File: src/rtl/enemy_pkg.sv
`default_nettype none
// ============================================================================
// Module   : enemy_pkg
// Brief    : Shared constants and types for the enemy position datapath:
//            movement modes, FSM state encoding, screen size, colour codes.
// Revision : 1.0 - initial release
// ============================================================================
package enemy_pkg;

  // Movement modes
  localparam int MODE_WRAP_L = 0;
  localparam int MODE_WRAP_R = 1;
  localparam int MODE_BOUNCE = 2;

  // Update handshake states
  typedef enum logic [1:0] {
    IDLE  = 2'd0,
    COUNT = 2'd1,
    DONE  = 2'd2
  } state_t;

  // Screen geometry in game pixels
  localparam int SCREEN_W = 160;
  localparam int SCREEN_H = 120;

  // 3-bit RGB colour codes
  localparam logic [2:0] COL_BLACK   = 3'b000;
  localparam logic [2:0] COL_BLUE    = 3'b001;
  localparam logic [2:0] COL_GREEN   = 3'b010;
  localparam logic [2:0] COL_CYAN    = 3'b011;
  localparam logic [2:0] COL_RED     = 3'b100;
  localparam logic [2:0] COL_MAGENTA = 3'b101;
  localparam logic [2:0] COL_YELLOW  = 3'b110;
  localparam logic [2:0] COL_WHITE   = 3'b111;

endpackage : enemy_pkg
`default_nettype wire

File: src/rtl/enemy_rate_div.sv
`default_nettype none
// ============================================================================
// Module   : enemy_rate_div
// Brief    : Step-rate counter. Clear has priority over hold; while enabled
//            it counts up and wraps to zero once it has reached the terminal
//            value. The tick uses >= so a terminal value lowered below the
//            current count still fires on the next cycle.
// Revision : 1.0 - initial release
// ============================================================================
module enemy_rate_div #(
  parameter int DIV_W = 18
) (
  input  logic             clk,
  input  logic             rst_n,
  input  logic             clr_i,
  input  logic             hold_i,
  input  logic             en_i,
  input  logic [DIV_W-1:0] term_i,
  output logic             tick_o
);

  logic [DIV_W-1:0] cnt_q;
  logic [DIV_W-1:0] cnt_d;

  assign tick_o = (cnt_q >= term_i);

  // Next count: clear, then hold, then count/wrap when enabled
  always_comb begin
    cnt_d = cnt_q;
    if (clr_i) begin
      cnt_d = '0;
    end else if (hold_i) begin
      cnt_d = cnt_q;
    end else if (en_i) begin
      if (tick_o) begin
        cnt_d = '0;
      end else begin
        cnt_d = cnt_q + 1'b1;
      end
    end
  end

  // Counter register with asynchronous active-low reset
  always_ff @(posedge clk or negedge rst_n) begin
    if (!rst_n) begin
      cnt_q <= '0;
    end else begin
      cnt_q <= cnt_d;
    end
  end

endmodule : enemy_rate_div
`default_nettype wire

File: src/rtl/enemy_mover.sv
`default_nettype none
// ============================================================================
// Module   : enemy_mover
// Brief    : Horizontal enemy position datapath with wrap-left, wrap-right
//            and bounce modes, selectable speed, freeze and a four-phase
//            update_req/done handshake towards the game-control FSM.
// Revision : 1.0 - initial release
// ============================================================================
module enemy_mover
  import enemy_pkg::*;
#(
  parameter int         START_X     = 110,
  parameter int         START_Y     = 60,
  parameter int         LEFT_LIMIT  = 0,
  parameter int         RIGHT_LIMIT = 159,
  parameter int         DIV_BASE    = 250000,
  parameter int         DIV_W       = 18,
  parameter int         STEP        = 1,
  parameter int         MODE        = 0,
  parameter logic [2:0] COLOUR      = COL_RED
) (
  input  logic       clk,
  input  logic       reset,
  input  logic       update_req,
  input  logic       restart,
  input  logic       freeze,
  input  logic [1:0] speed,
  output logic [2:0] enemy_colour,
  output logic       done,
  output logic [7:0] enemy_x,
  output logic [6:0] enemy_y,
  output logic       dir_right,
  output logic       wrapped
);

  localparam logic [7:0]       c_START_X  = 8'(START_X);
  localparam logic [6:0]       c_START_Y  = 7'(START_Y);
  localparam logic [7:0]       c_LEFT     = 8'(LEFT_LIMIT);
  localparam logic [7:0]       c_RIGHT    = 8'(RIGHT_LIMIT);
  localparam logic [7:0]       c_STEP     = 8'(STEP);
  localparam logic [8:0]       c_LEFT9    = 9'(LEFT_LIMIT);
  localparam logic [8:0]       c_RIGHT9   = 9'(RIGHT_LIMIT);
  localparam logic [8:0]       c_STEP9    = 9'(STEP);
  localparam logic [DIV_W-1:0] c_DIV_BASE = DIV_W'(DIV_BASE);
  localparam logic             c_DIR_INIT = (MODE == MODE_WRAP_R);
  localparam logic             c_BOUNCE   = (MODE == MODE_BOUNCE);

  state_t           state_q, state_d;
  logic [7:0]       x_q, x_d;
  logic             dir_q, dir_d;
  logic             wrapped_q, wrapped_d;
  logic             done_q, done_d;

  logic [DIV_W-1:0] w_term;
  logic             w_tick;
  logic             w_clr;
  logic             w_hold;
  logic             w_en;

  logic             w_move_right;
  logic [8:0]       w_x9;
  logic [7:0]       w_next_x;
  logic             w_next_dir;
  logic             w_edge_hit;

  // Faster speeds shorten the divider period by powers of two
  assign w_term = c_DIV_BASE >> speed;

  enemy_rate_div #(
    .DIV_W (DIV_W)
  ) u_rate_div (
    .clk    (clk),
    .rst_n  (reset),
    .clr_i  (w_clr),
    .hold_i (w_hold),
    .en_i   (w_en),
    .term_i (w_term),
    .tick_o (w_tick)
  );

  // Candidate position for the next step; 9-bit compares avoid underflow
  always_comb begin
    w_x9         = {1'b0, x_q};
    w_move_right = (MODE == MODE_WRAP_R) || (c_BOUNCE && dir_q);
    w_next_x     = x_q;
    w_next_dir   = dir_q;
    w_edge_hit   = 1'b0;
    if (w_move_right) begin
      if ((w_x9 + c_STEP9) > c_RIGHT9) begin
        w_edge_hit = 1'b1;
        if (c_BOUNCE) begin
          w_next_x   = c_RIGHT;
          w_next_dir = 1'b0;
        end else begin
          w_next_x   = c_LEFT;
        end
      end else begin
        w_next_x = x_q + c_STEP;
      end
    end else begin
      if (w_x9 < (c_LEFT9 + c_STEP9)) begin
        w_edge_hit = 1'b1;
        if (c_BOUNCE) begin
          w_next_x   = c_LEFT;
          w_next_dir = 1'b1;
        end else begin
          w_next_x   = c_RIGHT;
        end
      end else begin
        w_next_x = x_q - c_STEP;
      end
    end
  end

  // Handshake FSM: next state, step commit and divider controls
  always_comb begin
    state_d   = state_q;
    x_d       = x_q;
    dir_d     = dir_q;
    wrapped_d = 1'b0;
    w_clr     = 1'b1;
    w_hold    = 1'b0;
    w_en      = 1'b0;
    if (restart) begin
      state_d = IDLE;
      x_d     = c_START_X;
      dir_d   = c_DIR_INIT;
    end else begin
      case (state_q)
        IDLE: begin
          if (update_req) begin
            state_d = COUNT;
          end
        end
        COUNT: begin
          if (!update_req) begin
            state_d = IDLE;
          end else if (freeze) begin
            w_clr  = 1'b0;
            w_hold = 1'b1;
          end else if (w_tick) begin
            x_d       = w_next_x;
            dir_d     = w_next_dir;
            wrapped_d = w_edge_hit;
            state_d   = DONE;
          end else begin
            w_clr = 1'b0;
            w_en  = 1'b1;
          end
        end
        DONE: begin
          if (!update_req) begin
            state_d = IDLE;
          end
        end
        default: begin
          state_d = IDLE;
        end
      endcase
    end
    done_d = (state_d == DONE);
  end

  // State and output registers with asynchronous active-low reset
  always_ff @(posedge clk or negedge reset) begin
    if (!reset) begin
      state_q   <= IDLE;
      x_q       <= c_START_X;
      dir_q     <= c_DIR_INIT;
      wrapped_q <= 1'b0;
      done_q    <= 1'b0;
    end else begin
      state_q   <= state_d;
      x_q       <= x_d;
      dir_q     <= dir_d;
      wrapped_q <= wrapped_d;
      done_q    <= done_d;
    end
  end

  assign enemy_colour = COLOUR;
  assign enemy_y      = c_START_Y;
  assign enemy_x      = x_q;
  assign dir_right    = dir_q;
  assign done         = done_q;
  assign wrapped      = wrapped_q;

endmodule : enemy_mover
`default_nettype wire

File: config.mk
export PLATFORM = sky130hd
export DESIGN_NAME = enemy_mover
export DESIGN_NICKNAME = d
export VERILOG_FILES = /design/src/rtl/enemy_pkg.sv /design/src/rtl/enemy_rate_div.sv /design/src/rtl/enemy_mover.sv
export SDC_FILE = /design/constraint.sdc
export NUM_CORES = 1
export LEC_CHECK = 0
export BUFFER_PORTS_ARGS = -buffer_cell sky130_fd_sc_hd__clkbuf_2
export CAP_MARGIN = 20
export CORE_MARGIN = 5
export CORE_UTILIZATION = 46
export DETAILED_ROUTE_END_ITERATION = 10
export GPL_ROUTABILITY_DRIVEN = 0
export GPL_TIMING_DRIVEN = 0
export PLACE_DENSITY = 0.66
export SLEW_MARGIN = 10
export SYNTH_ARGS = -nofsm -noshare
export SYNTH_HDL_FRONTEND = slang
export SYNTH_SLANG_ARGS = --single-unit
File: constraint.sdc
create_clock -name clk -period 4.9 [get_ports clk]
set_clock_uncertainty 0.2 [all_clocks]
set_input_delay 0.735 -clock clk [delete_from_list [all_inputs] [get_ports clk]]
set_output_delay 0.735 -clock clk [all_outputs]
set_load 0.01 [all_outputs]
=== Yosys cells after proc, flatten, opt, wreduce, memory -nomap -nowiden ===
Cells that the tools add are included.

* Output and inout port bits: 21
* Memories: 0
* Register bits after elaboration: 30
* Latch bits: 0
* Bits of input ports: 7
* RAM bits: 0
* ROM bits: 0

* Multiplexer cells: 37
* Equal/unequal tests: 5
* Multiply operators: 0
* Div/mod/pow operators: 0
* Bitwise gates (word level): 0
* Shifts and indexed selects: 1
* $add $sub $neg: 2
* Reduce and logical (&&, ||, !) cells: 7
* Order comparisons: 2

{| class="wikitable"
|+ Operator list
! cell !! number
|-
| 18-bit two-way mux || 4
|-
| 8-bit two-way mux || 6
|-
| 1-bit two-way mux || 20
|-
| 18-bit by 1-bit adder with 18-bit output (second input constant) || 1
|-
| 18-bit greater-or-equal comparator || 1
|-
| 18-bit by 2-bit >> shifter with 18-bit output (first input constant) || 1
|-
| 2-bit two-way mux || 6
|-
| 8-bit by 1-bit < comparator with 1-bit output (second input constant) || 1
|-
| 2-bit nonzero test || 4
|-
| 8-bit by 1-bit subtractor with 8-bit output (second input constant) || 1
|-
| 2-bit one-hot mux with 3 select lines || 1
|-
| 2-bit equality test (second input constant) || 2
|-
| 4-bit AND reduction || 1
|-
| 2-bit by 1-bit equality test with 1-bit output (second input constant) || 1
|-
| 2-bit zero test || 1
|-
| 2-bit by 1-bit inequality test with 1-bit output (second input constant) || 1
|-
| 2-bit inequality test (second input constant) || 1
|-
| 2-bit AND reduction || 1
|}

=== Longest topological paths before layout ===
Gate-level depths: netlist of the first run.

* Word-level depth: 10
* Gate-level depth with buffers: 12
* Gate-level depth less buffers: 10

=== By module ===
Synthesis of the first run repeated with hierarchy kept, for this count alone.

* Cell total of the unflattened synthesis: 267
* Area, all modules: 2444.8 um2

{| class="wikitable"
|+ By module, submodules not included
! module !! cells an instance !! instances !! area each (um2)
|-
| enemy_rate_div || 173 || 1 || 1585.3
|-
| enemy_mover || 94 || 1 || 859.6
|}

=== Least setup slack after synthesis of the first run ===
No wires, ideal clock.

* Kind: in2reg
* Start: input port speed[0]
* End: register x_q[4] (netlist: enemy_x[4])
* Setup time: 0.128 ns
* Buffers on the path: 1
* Setup slack: 1.917 ns
* Cell stages on the path: 11
* Arrival: 2.656 ns
* Cells stage by stage: inv_1 ha_1 inv_1 ha_1 and4_4 and2_4 o311ai_2 and3_1 buf_6 nor4_4 mux2_1

* Longest elaborated chain between the ends: 4

{| class="wikitable"
|+ RTL lines
! element !! RTL line !! text
|-
| start: declaration || enemy_mover.sv:27 || <nowiki>input logic [1:0] speed,</nowiki>
|-
| 18-bit by 2-bit >> shifter with 18-bit output || enemy_mover.sv:67 || <nowiki>assign w_term = c_DIV_BASE >> speed;</nowiki>
|-
| 18-bit greater-or-equal comparator || enemy_rate_div.sv:25 || <nowiki>assign tick_o = (cnt_q >= term_i);</nowiki>
|-
| 2-bit nonzero test (no line) || n/a ||
|-
| 4-bit AND reduction (no line) || n/a ||
|-
| end signal: assignment || enemy_mover.sv:168 || <nowiki>x_q <= c_START_X;</nowiki>
|-
| end: declaration || enemy_mover.sv:49 || <nowiki>logic [7:0] x_q, x_d;</nowiki>
|}

Every way passes these cells.
A chain may end at the register's enable or synchronous reset.

=== Final worst setup path of the first run ===
* Start: input port speed[0]
* End: register u_rate_div.cnt_q[4]

* Longest elaborated chain between the ends: 9
* Elaborated cells on any way between the ends: 19
* Those cells by class: 1 x order compare; 1 x eq/ne; 1 x shift; 14 x mux; 2 x reduce/logical

{| class="wikitable"
|+ RTL lines
! element !! RTL line !! text
|-
| 18-bit by 2-bit >> shifter with 18-bit output (*) || enemy_mover.sv:67 ||
|-
| 18-bit greater-or-equal comparator (*) || enemy_rate_div.sv:25 ||
|-
| 1-bit two-way mux || enemy_mover.sv:141 || <nowiki>end else if (w_tick) begin</nowiki>
|-
| 1-bit two-way mux || enemy_mover.sv:138 || <nowiki>end else if (freeze) begin</nowiki>
|-
| 1-bit two-way mux || enemy_mover.sv:136 || <nowiki>if (!update_req) begin</nowiki>
|-
| 1-bit two-way mux || enemy_mover.sv:129 || <nowiki>case (state_q)</nowiki>
|-
| 1-bit two-way mux || enemy_mover.sv:124 || <nowiki>if (restart) begin</nowiki>
|-
| 2-bit by 1-bit inequality test with 1-bit output (no line) or 2-bit nonzero test (tied branches) || n/a ||
|-
| 2-bit AND reduction (no line) || n/a ||
|-
| end signal: assignment || enemy_rate_div.sv:48 || <nowiki>cnt_q <= cnt_d;</nowiki>
|-
| end: declaration || enemy_rate_div.sv:22 || <nowiki>logic [DIV_W-1:0] cnt_q;</nowiki>
|}

Every way passes the cells marked *; elsewhere a longest branch is shown, timed or not. The select of a mux whose other input is x is not followed.

==> qor.yml, run 1 <==
outcome:
  status: "finished, final reports clean"
floorplanning:
  ioPinCount: 28
  rows: 25
  die_h_um: 79.8
  dieArea_um2: 6360
  die_x_um: 79.8
  initial_core_util_pct: 47.4
  core_um2: 4720
detailed_routing:
  drt_iter0_drc: 98
  antenna_left: 0
  post_drt_wl_per_cell_um: 14.4
  met1_length_um: 2470
  routed_via_density: 5.64
  routed_wl_um: 5020
  dr_total_vias: 1974
  top_layer: "met4"
  met3_length_um: 253
  drtPass1Iterations: 4
  wl_met2_um: 2250
  drc: 0
sta:
  rsz0062_at_grt: "false"
  final.setup.tns_ps: 0
  finalSetupViolCount: 0
  period_share_pct: 65.2
  relSlewSlack_pct: 49.3
  fin_crit_ps: 3190
  fmax_mhz: 313
  finalHoldViolCount: 0
  tightest_slew_ps: 761
  drv_slew: 0
global_route:
  grt-ovfl-total: 0
  grt_max_degree: 31
  grt_use_total_pct: 16.4
  grt_first_pass_wirelength_um: 8280
  antenna_found_initial: 0
  grt_pass1_vias: 1779
logic_synthesis:
  avgSynthCellArea_um2: 8.95
  synth.area.top_cells: "dfrtp_1 28%, ha_1 13%, dfstp_2 5.9%"
  synth.distinct_cells: 52
  syn_inst: 250
  synth_seq_cells: 30
  yosysMostFrequentCell: "dfrtp_1"
  ys_top_cells_by_count: "25 x dfrtp_1, 24 x ha_1, 24 x nand2_1"
  yosysSeqAreaShare_pct: 33.8
  synth_top_cell_by_area: "dfrtp_1"
  synth_area_um2: 2240
  netlist.area_leader.share_pct: 27.9
  yosys_warnings: 0
  synth_edf_count: 0
  async_flop_share_pct: 100
  synth_ff_type: "dfrtp_1"
critical_path:
  critPathLaunchType: "input pin"
  worst_path_max_delay_cell: "nor3_1"
  path_max_fanout: 10
  arrival_ps: 3220
  crit_chain: "clkbuf_2, inv_1, ha_1, inv_1, ha_1, a21o_1, o311ai_2, nand3_2, nor3_1, a221o_1"
  r2r_cells: 6
  critPathKind: "input pin to register"
  reg2reg_setup_slack_ps: 2150
  cp.required_ps: 4920
  end_kind: "register"
  max_stage_delay_ps: 560
place:
  dp.cells: 342
  port_buffers: 16
  hpwlAfterDp_um: 3670
power:
  power_density_nw_per_um2: 218
  p_switching_uw: 126
  p_clk_share_pct: 47.2
  comb_power_share_pct: 8.1
  pwr-share-seq_pct: 44.8
  p_total_uw: 556
  ir_worst_vdd_mv: 0.164
  p_leak_uw: 0.00117
  cell_internal_pwr_uw: 430
  swShare_pct: 22.6
final_layout:
  finalNonFillerCells: 350
  fill_cells: 459
  area_delta_synth_final_pct: 14.0
  antennaDiodeCount: 0
  fin_nets: 313
  drive_above_1_share_pct: 19.8
clock_network:
  cts_tree: "done"
  cts.path.max_buffers: 2
  path_clk_slew_ps: 70
  root_buffer: "clkbuf_8"
  insertion_delay_ps: 290
  post-cts-setup-buffers: 0
  hold_buffers: 0
  cts_inserted_buffers: 5
  cts_resized: 0
  htreeDepth: 2
  clock_sinks: 30
hold_path:
  hp-class: "input pin to asynchronous set/reset pin"
flow_run:
  maxCapViolations: 0
-- placed cells by master (no fill, tap or decap), types with 5 or more instances in the layout --
cell | netlist | final
dfrtp_1 | 25 | 25
nand2_1 | 24 | 24
ha_1 | 24 | 24
nand3_1 | 19 | 19
nor2_1 | 16 | 16
clkbuf_2 | 0 | 16
inv_1 | 13 | 13
buf_4 | 11 | 11
conb_1 | 2 | 11
a21oi_1 | 9 | 9
nor3_1 | 8 | 8
o21ai_0 | 8 | 8
nand4_1 | 7 | 7
clkbuf_8 | 0 | 6
and3_1 | 5 | 5
a31oi_1 | 5 | 5
dfstp_2 | 5 | 5
-- cell families (layout without fill, tap and decap cells) --
kind of cell / count (synthesis) / after routing / share of synthesized area (%)
AO/OA/AOI/OAI: 49 / 49 / 16.4
buffers and inverters: 31 / 55 / 7.60
XOR/XNOR: 1 / 1 / 0.391
flip-flops: 30 / 30 / 33.8
AND/OR/NAND/NOR: 112 / 112 / 27.6
other: 2 / 11 / 0.336
multiplexers: 1 / 1 / 0.503
adder cells (fa/ha/maj): 24 / 24 / 13.4
-- worst paths after layout --
kind	from	to
setup / recovery	speed[0]	u_rate_div.cnt_q[4]$_DFFE_PN0P_
hold / removal	reset	u_rate_div.cnt_q[17]$_DFFE_PN0P_
setup reg to reg	u_rate_div.cnt_q[5]$_DFFE_PN0P_	u_rate_div.cnt_q[4]$_DFFE_PN0P_
hold reg to reg	enemy_x[5]$_DFFE_PN1P_	enemy_x[5]$_DFFE_PN1P_
max in group asynchronous	reset	state_q[0]$_DFF_PN0_
min in group clk	enemy_x[5]$_DFFE_PN1P_	enemy_x[5]$_DFFE_PN1P_
-- sequential cells by signal, indices dropped and copies added (netlist names) --
signal,cells
enemy_x,8
done,1
wrapped,1
u_rate_div.cnt_q,18
state_q,2
-- per-layer routing --
| metal | global-route usage [%] | vias up |
|---|---|---|
| li1 | - | 975 |
| met1 | 23.0 | 943 |
| met2 | 25.1 | 50 |
| met3 | 3.50 | 6 |
| met4 | 5.57 | 0 |
| met5 | 0 | - |
-- final cells by class --
cell class | instances | area (um2) | area share, %
Tap cell | 67 | 83.8 | 3.28
Buffer | 18 | 121 | 4.75
Timing Repair Buffer | 16 | 80.1 | 3.14
Sequential cell | 30 | 757 | 29.7
Clock inverter | 1 | 30.0 | 1.18
Multi-Input combinational cell | 198 | 1350 | 52.7
Inverter | 13 | 48.8 | 1.91
Clock buffer | 7 | 86.3 | 3.38
-- through the flow --
stage / hold WS (ps) / cell area (um2) / utilization, % / worst slack [ps]
floorplan: 239 / 2270 / - / 1920
CTS: 312 / 2550 / 54.0 / 1720
finish: 305 / 2550 / 54.0 / 1710
global route: 326 / 2550 / 54.0 / 1580
detailed placement: 302 / 2440 / 51.6 / 1490
global placement: 298 / 2440 / 51.6 / 1510
-- worst max-delay path, delay by kind of cell --
kind	cells	cell delay, ps
adders and majority gates	2	480
and+or+nand+nor	2	860
buffers and inverters	3	360
AOI/OAI and AO/OA	3	790
-- power by group through the flow --
stage | clock (uW) | sequential, uW | combinational [uW]
after global routing | 278 | 249 | 51.5
after detailed placement | 0 | 253 | 44.8
after global placement | 0 | 253 | 44.3
after CTS | 267 | 249 | 45.0
final | 262 | 249 | 44.8
after floorplan | 0 | 253 | 29.6
Power figures use the tool's default switching activity.
==> inputs of run 2 (changes only) <==
--- a/config.mk
+++ b/config.mk
@@ -12,7 +12,7 @@
 export DETAILED_ROUTE_END_ITERATION = 10
 export GPL_ROUTABILITY_DRIVEN = 0
 export GPL_TIMING_DRIVEN = 0
-export PLACE_DENSITY = 0.66
+export PLACE_DENSITY = 0.68
 export SLEW_MARGIN = 10
 export SYNTH_ARGS = -nofsm -noshare
 export SYNTH_HDL_FRONTEND = slang
==> constraint.sdc (replaced) <==
create_clock -name clk -period 2.7 [get_ports clk]
set_clock_uncertainty 0.2 [all_clocks]
set_input_delay 0.405 -clock clk [delete_from_list [all_inputs] [get_ports clk]]
set_output_delay 0.405 -clock clk [all_outputs]
set_load 0.01 [all_outputs]
==> run 2 against run 1 <==
Effect of this change: first-iteration DRC count is 33% higher; highest routed layer unchanged; sequential cell count unchanged; final area increased by 2.4%; clock power rose by 34%; register-to-register slack got worse by 2000 ps; the flow now finishes with violations (hold timing); critical endpoint is now u_rate_div.cnt_q[14]$_DFFE_PN0P_; largest cell class unchanged.
==> qor.yml, run 2 (synthesis gave the netlist of run 1 again) <==
outcome:
  status: "finished with violations"
  violations: "hold timing"
place:
  hpwlAfterDp_um: 3680  # +0.41%
  dp_slack_ps: -393  # -1880 ps
  port_buffers: 16  # unchanged
final_layout:
  fill_cells: 448  # -2.4%
  final-seq-area_um2: 757  # unchanged
  multi_input_area_um2: 1430  # +6.0%
  drive_above_1_share_pct: 23.9  # +4.2 points
  antennaDiodeCount: 0  # unchanged
  layout.cells.most_common: "dfrtp_1"
  regMostFlops: "u_rate_div.cnt_q"
  fin_nets: 314  # +0.32%
  layout_common_cells: "25 x dfrtp_1, 23 x nand2_1, 22 x ha_1, 19 x nand3_1"
  area_delta_synth_final_pct: 16.8
  largest_register_ff_count: 18  # unchanged
floorplanning:
  dieArea_um2: 6360  # unchanged
  core_um2: 4720  # unchanged
  rows: 25  # unchanged
  die_h_um: 79.8  # unchanged
  ioPinCount: 28  # unchanged
  die_x_um: 79.8  # unchanged
  initial_core_util_pct: 47.4  # unchanged
sta:
  final.setup.tns_ps: 0  # unchanged
  finalSetupViolCount: 0  # unchanged
  whs_ps: -19.3  # -324 ps
  fmax_mhz: 385
  tightest_slew_ps: 767  # +6.41 ps
  relSlewSlack_pct: 48.8  # -0.43 points
  drv_slew: 0  # unchanged
  finalHoldViolCount: 25  # +25
  period_share_pct: 96.3
  setup_ws_ps: 101  # -1600 ps
  fin_crit_ps: 2600
global_route:
  antenna_found_initial: 0  # unchanged
  grt_use_total_pct: 17.3  # +0.89 points
  grt_max_degree: 31  # unchanged
  grt_first_pass_wirelength_um: 8750  # +5.7%
  grt_pass1_vias: 1890  # +6.2%
  grt-ovfl-total: 0  # unchanged
detailed_routing:
  drtPass1Iterations: 4  # unchanged
  drc: 0  # unchanged
  routed_via_density: 5.72  # +1.4%
  post_drt_wl_per_cell_um: 14.7  # +2.5%
  antenna_left: 0  # unchanged
  dr_total_vias: 2008  # +1.7%
  routed_wl_um: 5160  # +2.8%
  drt_iter0_drc: 130  # +33%
hold_path:
  hp-class: "input pin to asynchronous set/reset pin"
critical_path:
  path_max_fanout: 10  # unchanged
  crit_buf_inv: 3  # unchanged
  max_stage_delay_ps: 500  # -60 ps
  arrival_ps: 2610  # -610 ps
  cp.required_ps: 2710  # -2210 ps
  end_kind: "register"
  worst_path_max_delay_cell: "or4_1"
  crit_family: "simple AND/OR/NAND/NOR gates"
  crit_top_cell: "ha_1"
  crit_chain: "buf_2, inv_2, ha_1, inv_1, ha_1, a21o_1, o311ai_4, nand3_4, or4_1, a31oi_1"
  critPathKind: "input pin to register"
  critPathLaunchType: "input pin"
power:
  ir_worst_vdd_mv: 0.248  # +52%
  p_total_uw: 888  # +60%
  p_leak_uw: 0.00117  # -0.20%
  power_density_nw_per_um2: 340  # +56%
clock_network:
  insertion_delay_ps: 290  # about the same
  root_buffer: "clkbuf_8"
  post-cts-setup-buffers: 0  # unchanged
  cts_tree: "done"
  htreeDepth: 2  # unchanged
  cts_inserted_buffers: 5  # unchanged
  cts.path.max_buffers: 2  # unchanged
  path_clk_slew_ps: 70  # about the same
  clock_sinks: 30  # unchanged
flow_run:
  maxCapViolations: 0  # unchanged
-- run 2: changes by cell type in the layout (fill, tap and decap cells not counted), sizes merged --
cell and delta:
bufinv -1, buf +2
-- run 2: per-stage QoR --
| step | cells | utilization (%) | area (um2) |
|---|---|---|---|
| 6_report | 351 | 55.3 | 2610 |
| 5_1_grt | 351 | 55.3 | 2610 |
| 4_1_cts | 350 | 53.8 | 2540 |
| 3_5_place_dp | 342 | 51.6 | 2440 |
| 3_3_place_gp | 342 | 51.6 | 2440 |
| 2_1_floorplan | 259 | - | 2270 |
-- run 2: path summary, 6_finish.rpt --
kind | start | endpoint | slack (ps) | depth (start not counted)
hold / removal | reset | u_rate_div.cnt_q[16]$_DFFE_PN0P_ | -20 | 1
setup / recovery | speed[0] | u_rate_div.cnt_q[14]$_DFFE_PN0P_ | 100 | 10
hold reg to reg | enemy_x[5]$_DFFE_PN1P_ | enemy_x[5]$_DFFE_PN1P_ | 300 | 2
min in group clk | update_req | done$_DFF_PN0_ | 200 | 2
setup reg to reg | u_rate_div.cnt_q[15]$_DFFE_PN0P_ | enemy_x[4]$_DFFE_PN0P_ | 190 | 8
max in group asynchronous | reset | done$_DFF_PN0_ | 1830 | 1
-- run 2: timing repair --
item,in CTS,in global routing
gates resized for setup,4,17
endpoints found under the hold margin,0,0
endpoints found under the setup margin,6,15
pin swaps,0,1
hold buffers,0,0
gates cloned,0,1
-- run 2: where the power goes --
part           switching, uW  total, uW  internal, uW
clock                    167        350           183
combinational           54.9       86.3          31.4
sequential              1.07        452           451
total                    223        888           665
-- run 2: layout make-up --
cell class | count | share of cell area [%]
sequential | 30 | 29.0
buffer | 18 | 5.12
inverter | 13 | 1.87
multi-input combinational | 198 | 54.5
timing repair buffer | 17 | 3.26
clock buffer | 8 | 3.06
tap | 67 | 3.21
-- run 2: metal layers --
metal,track usage (%),share of wire (%),vias to the layer above
li1,-,-,978
met1,23.4,47,982
met2,27.4,48,40
met3,3.50,4.2,8
met4,6.25,1.2,0
met5,0,0,-
